==> src/rtl/bus_cycle_ctrl.sv <==
// Bus cycle controller: runs T1..T4 memory cycles (with TW wait states) for
// either EU data accesses or instruction prefetch into a small byte queue.
module bus_cycle_ctrl #(
    parameter int QUEUE_BYTES = 4
) (
    input  logic        clk,
    input  logic        reset,
    input  logic [19:0] Direction,
    input  logic        req,
    input  logic        req_wr,
    input  logic [7:0]  wr_data,
    input  logic        Ready,
    input  logic [7:0]  Bus_In,
    input  logic        q_pop,
    input  logic        flush,
    output logic [19:0] Addr_Out,
    output logic        ALE,
    output logic        RD_n,
    output logic        WR_n,
    output logic [7:0]  Bus_Out,
    output logic        Bus_OE,
    output logic        Q_EN,
    output logic [7:0]  Q_Data,
    output logic        IP_INC,
    output logic        ack,
    output logic [7:0]  rd_data,
    output logic [2:0]  q_count,
    output logic        busy
);

    typedef enum logic [2:0] {IDLE, T1, T2, T3, TW, T4} state_t;

    localparam logic [2:0] QMAX = 3'(QUEUE_BYTES);

    state_t     state;
    state_t     next_state;
    logic       start_eu;
    logic       is_eu;
    logic       is_wr;
    logic       flush_flag;
    logic [7:0] wr_latch;
    logic [2:0] next_count;
    logic       strobe_next;
    logic       write_next;
    logic       push_next;
    logic       eu_done_next;

    // Queue occupancy after this cycle's push/pop/flush; flush wins, a
    // simultaneous push and pop cancel, and pops on an empty queue are ignored.
    always_comb begin
        next_count = q_count;
        if (flush) begin
            next_count = 3'd0;
        end else if (Q_EN && !q_pop) begin
            if (q_count < QMAX) begin
                next_count = q_count + 3'd1;
            end
        end else if (!Q_EN && q_pop && (q_count != 3'd0)) begin
            next_count = q_count - 3'd1;
        end
    end

    // Next bus state; a new cycle may only be launched from IDLE or T4, with
    // EU requests taking priority over prefetch.
    always_comb begin
        next_state = state;
        start_eu   = 1'b0;
        case (state)
            IDLE, T4: begin
                if (req) begin
                    next_state = T1;
                    start_eu   = 1'b1;
                end else if ((next_count < QMAX) && !flush) begin
                    next_state = T1;
                end else begin
                    next_state = IDLE;
                end
            end
            T1:      next_state = T2;
            T2:      next_state = T3;
            T3, TW:  next_state = Ready ? T4 : TW;
            default: next_state = IDLE;
        endcase
    end

    // Output values for the state being entered, so every output is registered.
    always_comb begin
        strobe_next  = (next_state == T2) || (next_state == T3) || (next_state == TW);
        write_next   = strobe_next && is_wr;
        push_next    = (next_state == T4) && !is_eu && !flush_flag && !flush;
        eu_done_next = (next_state == T4) && is_eu;
    end

    // State register plus all registered outputs and per-cycle latches.
    always_ff @(posedge clk) begin
        if (reset) begin
            state      <= IDLE;
            is_eu      <= 1'b0;
            is_wr      <= 1'b0;
            flush_flag <= 1'b0;
            wr_latch   <= 8'h00;
            Addr_Out   <= 20'h00000;
            ALE        <= 1'b0;
            RD_n       <= 1'b1;
            WR_n       <= 1'b1;
            Bus_Out    <= 8'h00;
            Bus_OE     <= 1'b0;
            Q_EN       <= 1'b0;
            Q_Data     <= 8'h00;
            IP_INC     <= 1'b0;
            ack        <= 1'b0;
            rd_data    <= 8'h00;
            q_count    <= 3'd0;
            busy       <= 1'b0;
        end else begin
            state   <= next_state;
            q_count <= next_count;
            if (next_state == T1) begin
                Addr_Out <= Direction;
                is_eu    <= start_eu;
                is_wr    <= start_eu && req_wr;
                wr_latch <= wr_data;
            end
            if (state == T4) begin
                flush_flag <= 1'b0;
            end else if (flush && !is_eu && (state != IDLE)) begin
                flush_flag <= 1'b1;
            end
            ALE     <= (next_state == T1);
            RD_n    <= !(strobe_next && !is_wr);
            WR_n    <= !write_next;
            Bus_OE  <= write_next;
            Bus_Out <= write_next ? wr_latch : 8'h00;
            Q_EN    <= push_next;
            IP_INC  <= push_next;
            if (push_next) begin
                Q_Data <= Bus_In;
            end
            ack <= eu_done_next;
            if (eu_done_next && !is_wr) begin
                rd_data <= Bus_In;
            end
            busy <= (next_state != IDLE);
        end
    end

endmodule
==> config.mk <==
export PLATFORM = sky130hd
export DESIGN_NAME = bus_cycle_ctrl
export DESIGN_NICKNAME = d
export VERILOG_FILES = /design/src/rtl/bus_cycle_ctrl.sv
export SDC_FILE = /design/constraint.sdc
export NUM_CORES = 1
export LEC_CHECK = 0
export BUFFER_PORTS_ARGS = -buffer_cell sky130_fd_sc_hd__buf_2
export CAP_MARGIN = 25
export CORE_UTILIZATION = 44
export CTS_CLUSTER_DIAMETER = 150
export DETAILED_ROUTE_END_ITERATION = 7
export PLACE_DENSITY_LB_ADDON = 0.1
export REMOVE_ABC_BUFFERS = 1
export SLEW_MARGIN = 20
export SYNTH_ARGS = -nofsm -noshare
export SYNTH_HDL_FRONTEND = slang
export SYNTH_SLANG_ARGS = --single-unit
export TNS_END_PERCENT = 1
==> constraint.sdc <==
create_clock -name clk -period 2.1 [get_ports clk]
set_clock_uncertainty 0.2 [all_clocks]
set_input_delay 0.315 -clock clk [delete_from_list [all_inputs] [get_ports clk]]
set_output_delay 0.315 -clock clk [all_outputs]
set_load 0.05 [all_outputs]
======== Word-level counts from Yosys, hierarchy flattened ========
Index checks and enable logic that the tools add are counted.
storage, ports and cells
  bits of input ports ..................... 43
  register bits ........................... 68
  output and inout bits ................... 55
  word-level logic and storage cells ...... 74
operators by class
  reductions and logical operators ........ 32
  mux-type cells .......................... 10
  eq/ne operators ......................... 10
  add/sub/neg operators ................... 2
  $lt $le $gt $ge ......................... 2
  bitwise logic cells ..................... 1
operators with widths
  kind                   count
  $logic_and A1 B1 Y1    14
  $eq A3 B2 Y1 const B   4
  $eq A3 B3 Y1 const B   4
  $mux W3                4
  $pmux W3 S4            1
  $reduce_bool A3 Y1     3
  $logic_not A1 Y1       8
  $reduce_or A2 Y1       4
  $eq A3 B1 Y1 const B   2
  $lt A3 B3 Y1 const B   2
  $mux W1                5
  $add A3 B1 Y3 const B  1
  $logic_not A3 Y1       1
  $sub A3 B1 Y3 const B  1
  $logic_or A1 B1 Y1     2
  $not A1 Y1             1

======== Longest topological paths before layout ========
Gate-level depths: netlist (run 1).
  depth in word-level cells ............... 17
  mapped depth ............................ 9
  mapped depth without buffers ............ 7

======== Least setup slack after synthesis (run 1) ========
Ideal clock, no wire load.
  path type ............................... register to register
  start ................................... register q_count[0]
  end ..................................... register Addr_Out[17]
  arrival time ............................ 2.045 ns
  setup slack ............................. -0.273 ns
  required time ........................... 1.772 ns
  period minus slack after synthesis ...... 2.373 ns
  buffers on the path ..................... 2
  stages on the path, launching flop included .. 10
  library setup time ...................... 0.128 ns
  cell sequence ........................... dfxtp_1 inv_1 ha_1 nor3_1 mux2i_1 a31oi_2 buf_4 buf_6 mux2i_1 nor2_1
between the ends
  cells in the longest elaborated chain, start to end .. 11
ends and longest elaborated chain
  what                                                                   line  source
  start, declared                                                        27    output logic [2:0] q_count,
  start signal, assigned                                                 117   q_count <= next_count;
  parallel branches: the longest is 3 deep, another holds $sub A3 B1 Y3  n/a
  $mux W3 (*)                                                            54    end else if (Q_EN && !q_pop) begin
  $mux W3 (*)                                                            52    if (flush) begin
  $lt A3 B3 Y1 (*)                                                       73    end else if ((next_count < QMAX) && !flush) begin
  $logic_and A1 B1 Y1 (*)                                                73
  $mux W1 (*)                                                            73
  $mux W1 (*)                                                            70    if (req) begin
  $pmux W3 S4 (*)                                                        68    case (state)
  $eq A3 B1 Y1 (*)                                                       118   if (next_state == T1) begin
  end signal, assigned                                                   119   Addr_Out <= Direction;
  end, declared                                                          16    output logic [19:0] Addr_Out,
Mark *: on every way between the ends.
A chain may end at the register's enable or synchronous reset.

======== Worst setup path after layout (run 1) ========
  start ................................... register q_count[1]
  end ..................................... register Addr_Out[9]
The elaborated chain is that of the path after synthesis.

==> results of run 1 <==
-- cell families after synthesis --
logic type,share of synthesized area
AOI/OAI and AO/OA,0.0520
buffers and inverters,0.0360
adders and majority gates,0.0146
muxes,0.179
xor gates and xnor gates,0.00680
and+or+nand+nor,0.183
DFF,0.529
-- power by group through the flow --
stage | clock network (mW) | logic (mW) | registers (mW)
2_1_floorplan | 0 | 0.469 | 1.87
3_3_place_gp | 0 | 1.08 | 1.55
3_5_place_dp | 0 | 1.09 | 1.56
4_1_cts | 1.07 | 1.11 | 1.53
5_1_grt | 1.11 | 1.36 | 1.56
6_report | 1.04 | 1.27 | 1.53
-- how the worst min path moves through the flow --
stage | from | end | cells after the start
finish | wr_data[1] | wr_latch[1] | 3
global route | Direction[7] | Addr_Out[7] | 3
CTS | Direction[3] | Addr_Out[3] | 3
detailed placement | wr_latch[0] | Bus_Out[0] | 1
global placement | wr_latch[7] | Bus_Out[7] | 1
floorplan | reset | is_wr | 1
-- what timing repair did --
item / CTS / global route
endpoints found under the setup margin: 0 / 29
buffers inserted: 0 / 6
hold buffers: 14 / 0
endpoints found under the hold margin: 14 / 0
gates resized for setup: 0 / 23
-- layout make-up --
cell class | instances | share of cell area
clock buffers | 10 | 0.0350
clock inverters | 6 | 0.0175
inverters | 5 | 0.00514
multi-input cells | 162 | 0.325
flip-flops and latches | 68 | 0.374
well taps | 72 | 0.0247
repair buffers | 125 | 0.218
-- sequential cells by signal, summed over array words and instances (netlist names) --
signal      flops
WR_n            1
q_count         3
Addr_Out       20
flush_flag      1
ALE             1
is_wr           1
Bus_Out         8
state           3
ack             1
wr_latch        8
IP_INC          1
RD_n            1
Bus_OE          1
busy            1
rd_data         8
is_eu           1
Q_Data          8
-- critical path, delay by kind of cell, from the launching register on --
family                     cells  cell delay [ps]
muxes                          2              330
and+or+nand+nor                2              240
AOI/OAI and AO/OA              1              330
DFF                            1              370
buffers and inverters          3              340
adders and majority gates      1              170
-- metrics by stage --
stage	cells	setup WS (ps)	hold WS [ps]	utilization	TNS (ps)
2_1_floorplan	235	-1220	184	-	-35250
3_3_place_gp	411	125	266	0.567	0
3_5_place_dp	411	38.7	272	0.567	0
4_1_cts	441	13.1	1.84	0.627	0
5_1_grt	448	-75.8	17.2	0.655	-757
6_report	448	6.46	17.6	0.655	0
-- metal layers --
metal	global-route usage	part of all wire	wire [um]
met1	0.217	0.45	2560
met2	0.297	0.47	2690
met3	0.0709	0.066	377
met4	0.0926	0.021	118
met5	0	0	0
-- cell usage in the layout, fill, tap and decap left out, types with 3 or more instances in the layout --
cell type      netlist  routed
dlygate4sd3_1        0      14
nor3_1               4       3
dfxtp_1             68      64
and3_1               8       8
clkbuf_8             0       9
nand2_1              6       5
nand2b_1             4       4
nor2_1              54      54
mux2i_1             46      44
o21ai_0              4       4
buf_2                2      97
inv_1                5       3
a21oi_1              6       6
buf_6                1       5
buf_4                3       6
dfxtp_2              0       4
==> flow_summary_export.csv, run 1 <==
group,metric,value,unit
run_status,status,"finished, final reports clean",
die,die_w,78.5,um
die,die-area,6160,um^2
power,comb_power_share,0.330,
setup_path,r2r_start,"q_count[1]",
logic_synthesis,synthArstFlopShare,0,
flow_run,cap_viol_max_count,0,
final_layout,layout-drive-gt1-share,0.391,
global_routing,grt_pass1_vias,2020,
power,p_leak,1.74,nW
routing,post_drt_wl_per_cell,12.8,um
power,sw_frac_of_total,0.344,
die,start_util,0.462,
sta,fin_crit_sh,0.997,
global_routing,grt_pass1_wl,8880,um
setup_path,worstPathCellList,"inv_2, ha_4, nor3_4, mux2i_4, a31oi_4, buf_6, buf_12, mux2i_1, nor2_1",
sta,max_freq,478,MHz
setup_path,crit_arrival,2110,ps
logic_synthesis,synth.most_common_cell,"dfxtp_1",
power,power,3.85,mW
min_path,min_path_type,"in2reg",
setup_path,critPathRequiredTime,2120,ps
routing,ant_nets,0,
logic_synthesis,yosys_register_bits,68,
final_layout,stdcell_area,3650,um^2
sta,tightest_slew,490,ps
setup_path,crit_end,"Addr_Out[9]",
global_routing,grt_overflow,0,
routing,finalWirelength,5750,um
final_layout,diodes,0,
place,dpl-instance-area,3160,um^2
logic_synthesis,syn_inst,249,
logic_synthesis,synth.area.top_cells,"dfxtp_1 (53%), mux2i_1 (18%), nor2_1 (7.9%)",
clocking,ctsHtreeMaxLevel,3,
sta,slew_headroom,0.673,
power,seq_power_share,0.399,
clocking,insertion_delay,330,ps
place,port_buffers,97,
die,die_h,78.5,um
routing,vias_per_cell,4.78,
global_routing,gr-usage-all-layers,0.186,
logic_synthesis,synth_cell_types,39,
clocking,cts_buffers,9,
power,switchingPower,1.32,mW
global_routing,antenna_found_initial,0,
die,core.rowCount,27,
setup_path,rr_worst_depth,9,
final_layout,multiInputGateArea,1180,um^2
clocking,cts_tree,"built",
place,place_congestion,0.826,
routing,vias,2140,
logic_synthesis,ys_top_cells_by_count,"dfxtp_1 (68), nor2_1 (54), mux2i_1 (46)",
setup_path,crit_path_end_kind,"register",
die,ioPinCount,98,
setup_path,path_class,"reg2reg",
clocking,cts_buffer_depth,2,
logic_synthesis,syn_avg_cell_area,10.3,um^2
setup_path,slowest_delay,370,ps
setup_path,crit_fanout,5,
sta,setup_viol_count_final,0,
logic_synthesis,yosys_warnings,0,
logic_synthesis,yosysTopAreaCell,"dfxtp_1",
setup_path,reg2reg_to,"Addr_Out[9]",
logic_synthesis,ys.flop_type,"dfxtp_1",
routing,drc,0,
routing,initialDrtViolationCount,64,
final_layout,regArea,1370,um^2
sta,hold_viol,0,
final_layout,area_growth,41.7,%
setup_path,critPathSlowestCell,"dfxtp_2",
final_layout,final_nets,417,
clocking,path_clk_slew,70,ps
clocking,cts-root-buf,"clkbuf_8",
global_routing,grt_max_degree,26,
setup_path,startpoint,"q_count[1]",
place,post-dp-hpwl,3700,um
logic_synthesis,ys_seq_area_frac,0.529,
sta,fin_crit,2090,ps
power,p_clk_frac,0.271,
die,core_area,5570,um^2
setup_path,worstSetupStartpointType,"register",
clocking,cts_sinks,68,
logic_synthesis,synth_area,2570,um^2
routing,first_pass_iters,4,
power,ir_worst_vdd,0.000641,V
logic_synthesis,synth_edf_count,0,
sta,rsz0062_at_grt,"true",
final_layout,n_fill_cell,478,
setup_path,regToRegSetupSlack,6,ps
sta,maxSlewViolCount,0,
power,p_per_area,1050,nW/um^2
power,p_int,2.52,mW
logic_synthesis,synth_top_area_share,0.529,
No activity file was read; power rests on OpenSTA's default activity.
==> run 2: changes to the inputs <==
--- a/config.mk
+++ b/config.mk
@@ -6,7 +6,7 @@
 export NUM_CORES = 1
 export LEC_CHECK = 0
 export BUFFER_PORTS_ARGS = -buffer_cell sky130_fd_sc_hd__buf_2
-export CAP_MARGIN = 25
+export CAP_MARGIN = 10
 export CORE_UTILIZATION = 44
 export CTS_CLUSTER_DIAMETER = 150
 export DETAILED_ROUTE_END_ITERATION = 7
==> constraint.sdc (replaced) <==
create_clock -name clk -period 2.55 [get_ports clk]
set_clock_uncertainty 0.2 [all_clocks]
set_input_delay 0.51 -clock clk [delete_from_list [all_inputs] [get_ports clk]]
set_output_delay 0.51 -clock clk [all_outputs]
set_load 0.05 [all_outputs]
==> run 2 against run 1 <==
Via count is 5.7% lower; non-clock buffer count shrank 24; largest cell class unchanged; largest power group unchanged; die area unchanged; sequential power shrank 18%.
==> flow_summary_export.csv, run 2 (synthesized netlist as in run 1, its figures left out) <==
group,metric,value,unit
run_status,status,"finished, final reports clean",
setup_path,rr_worst_depth,5,
global_routing,grt_pass1_wl,8710,um
clocking,cts_buffer_depth,2,
setup_path,crit_fanout,9,
routing,vias_per_cell,4.76,
routing,finalWirelength,5380,um
routing,initialDrtViolationCount,67,
place,dp_cells,408,
final_layout,area_growth,31.1,%
clocking,path_clk_slew,80,ps
die,start_util,0.462,
die,die-area,6160,um^2
clocking,cts_setup_buffers,0,
final_layout,layout-drive-gt1-share,0.358,
setup_path,crit_arrival,2070,ps
power,p_leak,1.64,nW
routing,vias,2019,
global_routing,grt_pass1_vias,1890,
routing,ant_nets,0,
final_layout,largest_register_ffs,20,
sta,slew_headroom,0.668,
sta,tightest_slew,496,ps
clocking,hold_buffers,0,
setup_path,worstSetupStartpointType,"register",
final_layout,largest_register,"Addr_Out",
sta,rsz0062_at_grt,"false",
final_layout,final_common_cell,"buf_2",
final_layout,diodes,0,
clocking,cts_sinks,68,
setup_path,regToRegSetupSlack,490,ps
die,core.rowCount,27,
sta,setup_viol_count_final,0,
sta,fin_crit,2060,ps
sta,maxSlewViolCount,0,
flow_run,cap_viol_max_count,0,
final_layout,final_nets,393,
power,p_per_area,952,nW/um^2
global_routing,grt_max_degree,43,
place,post-dp-hpwl,3620,um
routing,first_pass_iters,4,
setup_path,critPathRequiredTime,2560,ps
global_routing,antenna_found_initial,0,
place,dpl-instance-area,3130,um^2
final_layout,fin_cells,424,
clocking,cts_tree,"built",
global_routing,gr-usage-all-layers,0.184,
setup_path,reg2reg_to,"rd_data[7]",
clocking,ctsHtreeMaxLevel,3,
sta,fin_crit_sh,0.807,
clocking,insertion_delay,340,ps
setup_path,crit_path_end_kind,"register",
clocking,cts-resized-gates,0,
final_layout,mostFrequentLayoutCells,"buf_2 (97), dfxtp_1 (68), nor2_1 (54)",
routing,post_drt_wl_per_cell,12.7,um
die,die_w,78.5,um
min_path,hold_depth,3,
power,ir_worst_vdd,0.000537,V
place,port_buffers,97,
min_path,holdPathEnd,"Addr_Out[19]",
final_layout,stdcell_area,3380,um^2
min_path,min_path_type,"in2reg",
clocking,cts_buffers,9,
min_path,hp-start,"Direction[19]",
die,die_h,78.5,um
die,ioPinCount,98,
routing,drc,0,
setup_path,r2r_start,"state[0]",
final_layout,n_fill_cell,507,
sta,hold_viol,0,
place,place_congestion,0.754,
clocking,cts-root-buf,"clkbuf_8",
sta,max_freq,486,MHz
global_routing,grt_overflow,0,
final_layout,regArea,1360,um^2
final_layout,multiInputGateArea,1130,um^2
setup_path,path_class,"reg2reg",
die,core_area,5570,um^2
run 2: critical path: stages, from the launching register on:
cell	delay (ps)
dfxtp_1	520
nor2b_4	290
a21oi_2	140
nor3_4	480
mux2i_1	240
nor2_1	50
run 2: per-stage QoR:
step                      setup TNS (ps)  worst slack, ps  utilization  hold WS, ps  power, mW
after floorplan                   -22170             -773            -          252       1.92
after global placement                 0              441        0.561          266       2.14
after detailed placement               0              421        0.561          273       2.15
after CTS                              0              477        0.606          191       3.24
after global routing                   0              313        0.606          197       3.36
final                                  0              493        0.606          201       3.22
run 2: final cells by class:
| cell class | instances | share of cell area |
|---|---|---|
| multi-input combinational | 162 | 0.335 |
| clock inverter | 6 | 0.0330 |
| clock buffer | 10 | 0.0408 |
| timing repair buffer | 101 | 0.156 |
| sequential | 68 | 0.403 |
| inverter | 5 | 0.00556 |
| tap | 72 | 0.0267 |
run 2: per-layer routing:
metal	routed length (um)	GRT usage
met4	99	0.0963
met5	0	0
met2	2480	0.283
met3	356	0.0581
met1	2440	0.228
run 2: worst max-delay path by stage:
stage	startpoint	to	slack, ps	depth (start not counted)
CTS	state[0]	rd_data[6]	480	5
global route	q_count[1]	Addr_Out[13]	310	8
finish	state[0]	rd_data[7]	490	5
detailed placement	flush	Q_Data[5]	420	5
floorplan	IP_INC	Addr_Out[0]	-770	4
global placement	flush	Q_Data[0]	440	5
run 2: power breakdown:
group	switching (mW)	total, mW	internal (mW)	leakage [nW]
sequential	0.0843	1.26	1.18	0.556
clock	0.418	1.09	0.676	0.122
combinational	0.549	0.858	0.309	0.962
==> run 3: changes to the inputs <==
--- a/config.mk
+++ b/config.mk
@@ -5,6 +5,7 @@
 export SDC_FILE = /design/constraint.sdc
 export NUM_CORES = 1
 export LEC_CHECK = 0
+export ABC_AREA = 1
 export BUFFER_PORTS_ARGS = -buffer_cell sky130_fd_sc_hd__buf_2
 export CAP_MARGIN = 10
 export CORE_UTILIZATION = 44
==> constraint.sdc (replaced) <==
create_clock -name clk -period 2 [get_ports clk]
set_clock_uncertainty 0.2 [all_clocks]
set_input_delay 0.4 -clock clk [delete_from_list [all_inputs] [get_ports clk]]
set_output_delay 0.4 -clock clk [all_outputs]
set_load 0.05 [all_outputs]
==> run 3 against run 2 <==
Clock-buffer cell count increased by 1; fmax increased by 11%; area after synthesis increased by 12%; flip-flop and latch count unchanged; first-iteration DRC count increased by 36%; critical path depth increased by 9; clock power increased by 19%.
==> flow_summary_export.csv, run 3 <==
group,metric,value,unit
run_status,status,"finished, final reports clean",
sta,slew_headroom,0.745,
logic_synthesis,yosys_warnings,0,
routing,vias,2404,
global_routing,gr-usage-all-layers,0.179,
final_layout,layout-drive-gt1-share,0.488,
clocking,cts_tree,"built",
power,p_per_area,1150,nW/um^2
sta,max_freq,539,MHz
final_layout,fin_cells,505,
sta,tightest_slew,383,ps
final_layout,diodes,0,
final_layout,final_nets,469,
power,power,4.28,mW
final_layout,largest_register_ffs,20,
logic_synthesis,synth_cell_types,28,
final_layout,area_growth,28.1,%
routing,drc,0,
power,p_int,2.74,mW
logic_synthesis,synthArstFlopShare,0,
global_routing,grt_overflow,0,
setup_path,crit_fanout,8,
place,dp_cells,487,
die,start_util,0.456,
logic_synthesis,synth_compound_area_frac,0.127,
final_layout,final_common_cell,"buf_2",
power,p_clk_frac,0.303,
clocking,cts_buffers,9,
clocking,cts_sinks,68,
place,post-dp-hpwl,4280,um
sta,maxSlewViolCount,0,
logic_synthesis,ys.flop_type,"dfxtp_1",
logic_synthesis,ys_top_cells_by_count,"dfxtp_1 (68), nand2_1 (45), nor2_1 (26)",
logic_synthesis,synth_top_area_share,0.470,
setup_path,path_class,"reg2reg",
setup_path,crit_path_end_kind,"register",
logic_synthesis,synthXorXnorAreaFrac,0,
final_layout,mostFrequentLayoutCells,"buf_2 (97), dfxtp_1 (66), nand2_1 (45)",
clocking,ctsHtreeMaxLevel,3,
logic_synthesis,synth.most_common_cell,"dfxtp_1",
final_layout,n_fill_cell,621,
sta,tns,0,ps
setup_path,worstSetupStartpointType,"register",
logic_synthesis,syn_inst,320,
clocking,path_clk_slew,80,ps
die,die_w,83.1,um
clocking,insertion_delay,340,ps
power,switchingPower,1.54,mW
min_path,min_path_type,"in2reg",
power,sw_frac_of_total,0.360,
power,seq_power_share,0.370,
logic_synthesis,yosysTopAreaCell,"dfxtp_1",
sta,hold_viol,0,
routing,initialDrtViolationCount,91,
logic_synthesis,ys_seq_area_frac,0.470,
clocking,hold_buffers,0,
setup_path,critPathRequiredTime,2080,ps
global_routing,antenna_found_initial,0,
routing,vias_per_cell,4.76,
sta,fin_crit,1850,ps
routing,ant_nets,0,
logic_synthesis,yosys_register_bits,68,
logic_synthesis,synth.area.top_cells,"dfxtp_1 (47%), nand3_2 (7.3%), a21oi_2 (6.7%)",
logic_synthesis,synth-simple-area-share,0.298,
sta,fin_crit_sh,0.927,
clocking,cts_buffer_depth,2,
die,core.rowCount,29,
power,comb_power_share,0.327,
power,p_leak,1.68,nW
power,ir_worst_vdd,0.000660,V
logic_synthesis,synthMuxAreaShare,0,
sta,rsz0062_at_grt,"false",
global_routing,grt_max_degree,31,
place,port_buffers,97,
final_layout,largest_register,"Addr_Out",
flow_run,cap_viol_max_count,0,
logic_synthesis,synth-adder-area-share,0.0130,
logic_synthesis,syn_avg_cell_area,9.05,um^2
routing,first_pass_iters,5,
sta,setup_viol_count_final,0,
logic_synthesis,synth_top_family_by_area,"simple AND/OR/NAND/NOR gates",
die,die_h,83.1,um
global_routing,grt_pass1_vias,2265,
logic_synthesis,synth_area,2900,um^2
logic_synthesis,synth_edf_count,0,
setup_path,crit_arrival,1930,ps
die,core_area,6350,um^2
place,place_congestion,0.824,
die,die-area,6910,um^2
routing,finalWirelength,6050,um
routing,post_drt_wl_per_cell,12.0,um
global_routing,grt_pass1_wl,9970,um
clocking,cts-root-buf,"clkbuf_8",
die,ioPinCount,98,
[run 3: changes by cell type after synthesis, moves of 10 or more]
cell / before / now
mux2i_1: 46 / 0
nand2_2: 0 / 14
nand2_1: 6 / 45
nand3_2: 0 / 21
nand3_1: 1 / 20
nor2_1: 54 / 26
a21oi_1: 6 / 19
a21oi_2: 1 / 22
inv_1: 5 / 24
nor2_2: 0 / 10
[run 3: logic make-up (layout without fill, tap and decap cells)]
family / after synthesis / after routing
AND/OR/NAND/NOR: 150 / 150
adder cells (fa/ha/maj): 3 / 3
flip-flops: 68 / 68
buffers and inverters: 45 / 153
AO/OA/AOI/OAI: 54 / 54
[run 3: final cells by class]
type	count	area [um^2]	share of cell area
Clock buffer	11	151	0.0408
Clock inverter	5	82.6	0.0223
Inverter	28	105	0.0283
Multi-Input combinational cell	207	1280	0.344
Sequential cell	68	1360	0.367
Tap cell	77	96.3	0.0260
Timing Repair Buffer	109	634	0.171
[run 3: power by group through the flow]
stage          clock [mW]  sequential (mW)  combinational (mW)
2_1_floorplan           0             1.95               0.603
3_3_place_gp            0             1.61                1.31
3_5_place_dp            0             1.61                1.32
4_1_cts              1.33             1.58                1.32
5_1_grt              1.39             1.60                1.51
6_report             1.30             1.58                1.40
[run 3: final timing paths]
path,start,end,slack (ps),cells after the start
worst max register to register,q_count[1],Addr_Out[13],150,14
worst min-delay path,Direction[15],Addr_Out[15],110,3
worst max-delay path,q_count[1],Addr_Out[13],150,14
worst min register to register,wr_latch[3],Bus_Out[3],240,2
[run 3: repair_timing]
item | 4_1_cts | 5_1_grt
buffers inserted | 0 | 1
resized for setup | 0 | 4
setup endpoints to repair | 0 | 24
[run 3: worst max-delay path, cell delays in order, from the launching register on]
cell       delay [ps]
dfxtp_2           340
inv_1              60
ha_1              170
inv_1              50
nor2_1             40
nor2_2            160
nand2_1            70
nand2_1            70
nand2_2            60
nand2_2            70
nand2_4            80
nand2_8           100
clkbuf_16         160
nand2_1            60
a21oi_2           110
[run 3: stage by stage]
step	instance area (um^2)	hold slack, ps	worst slack, ps	util
floorplan	2740	222	-487	-
global placement	3420	229	143	0.538
detailed placement	3420	233	65.7	0.538
CTS	3650	103	47.3	0.575
global route	3710	102	3.26	0.584
finish	3710	113	146	0.584
[run 3: routing by layer]
metal,track usage,part of all wire,vias to the layer above
met4,0.0846,0.017,0
met2,0.294,0.46,85
met3,0.0517,0.065,9
met1,0.216,0.46,1073
met5,0,0,-
li1,-,-,1237
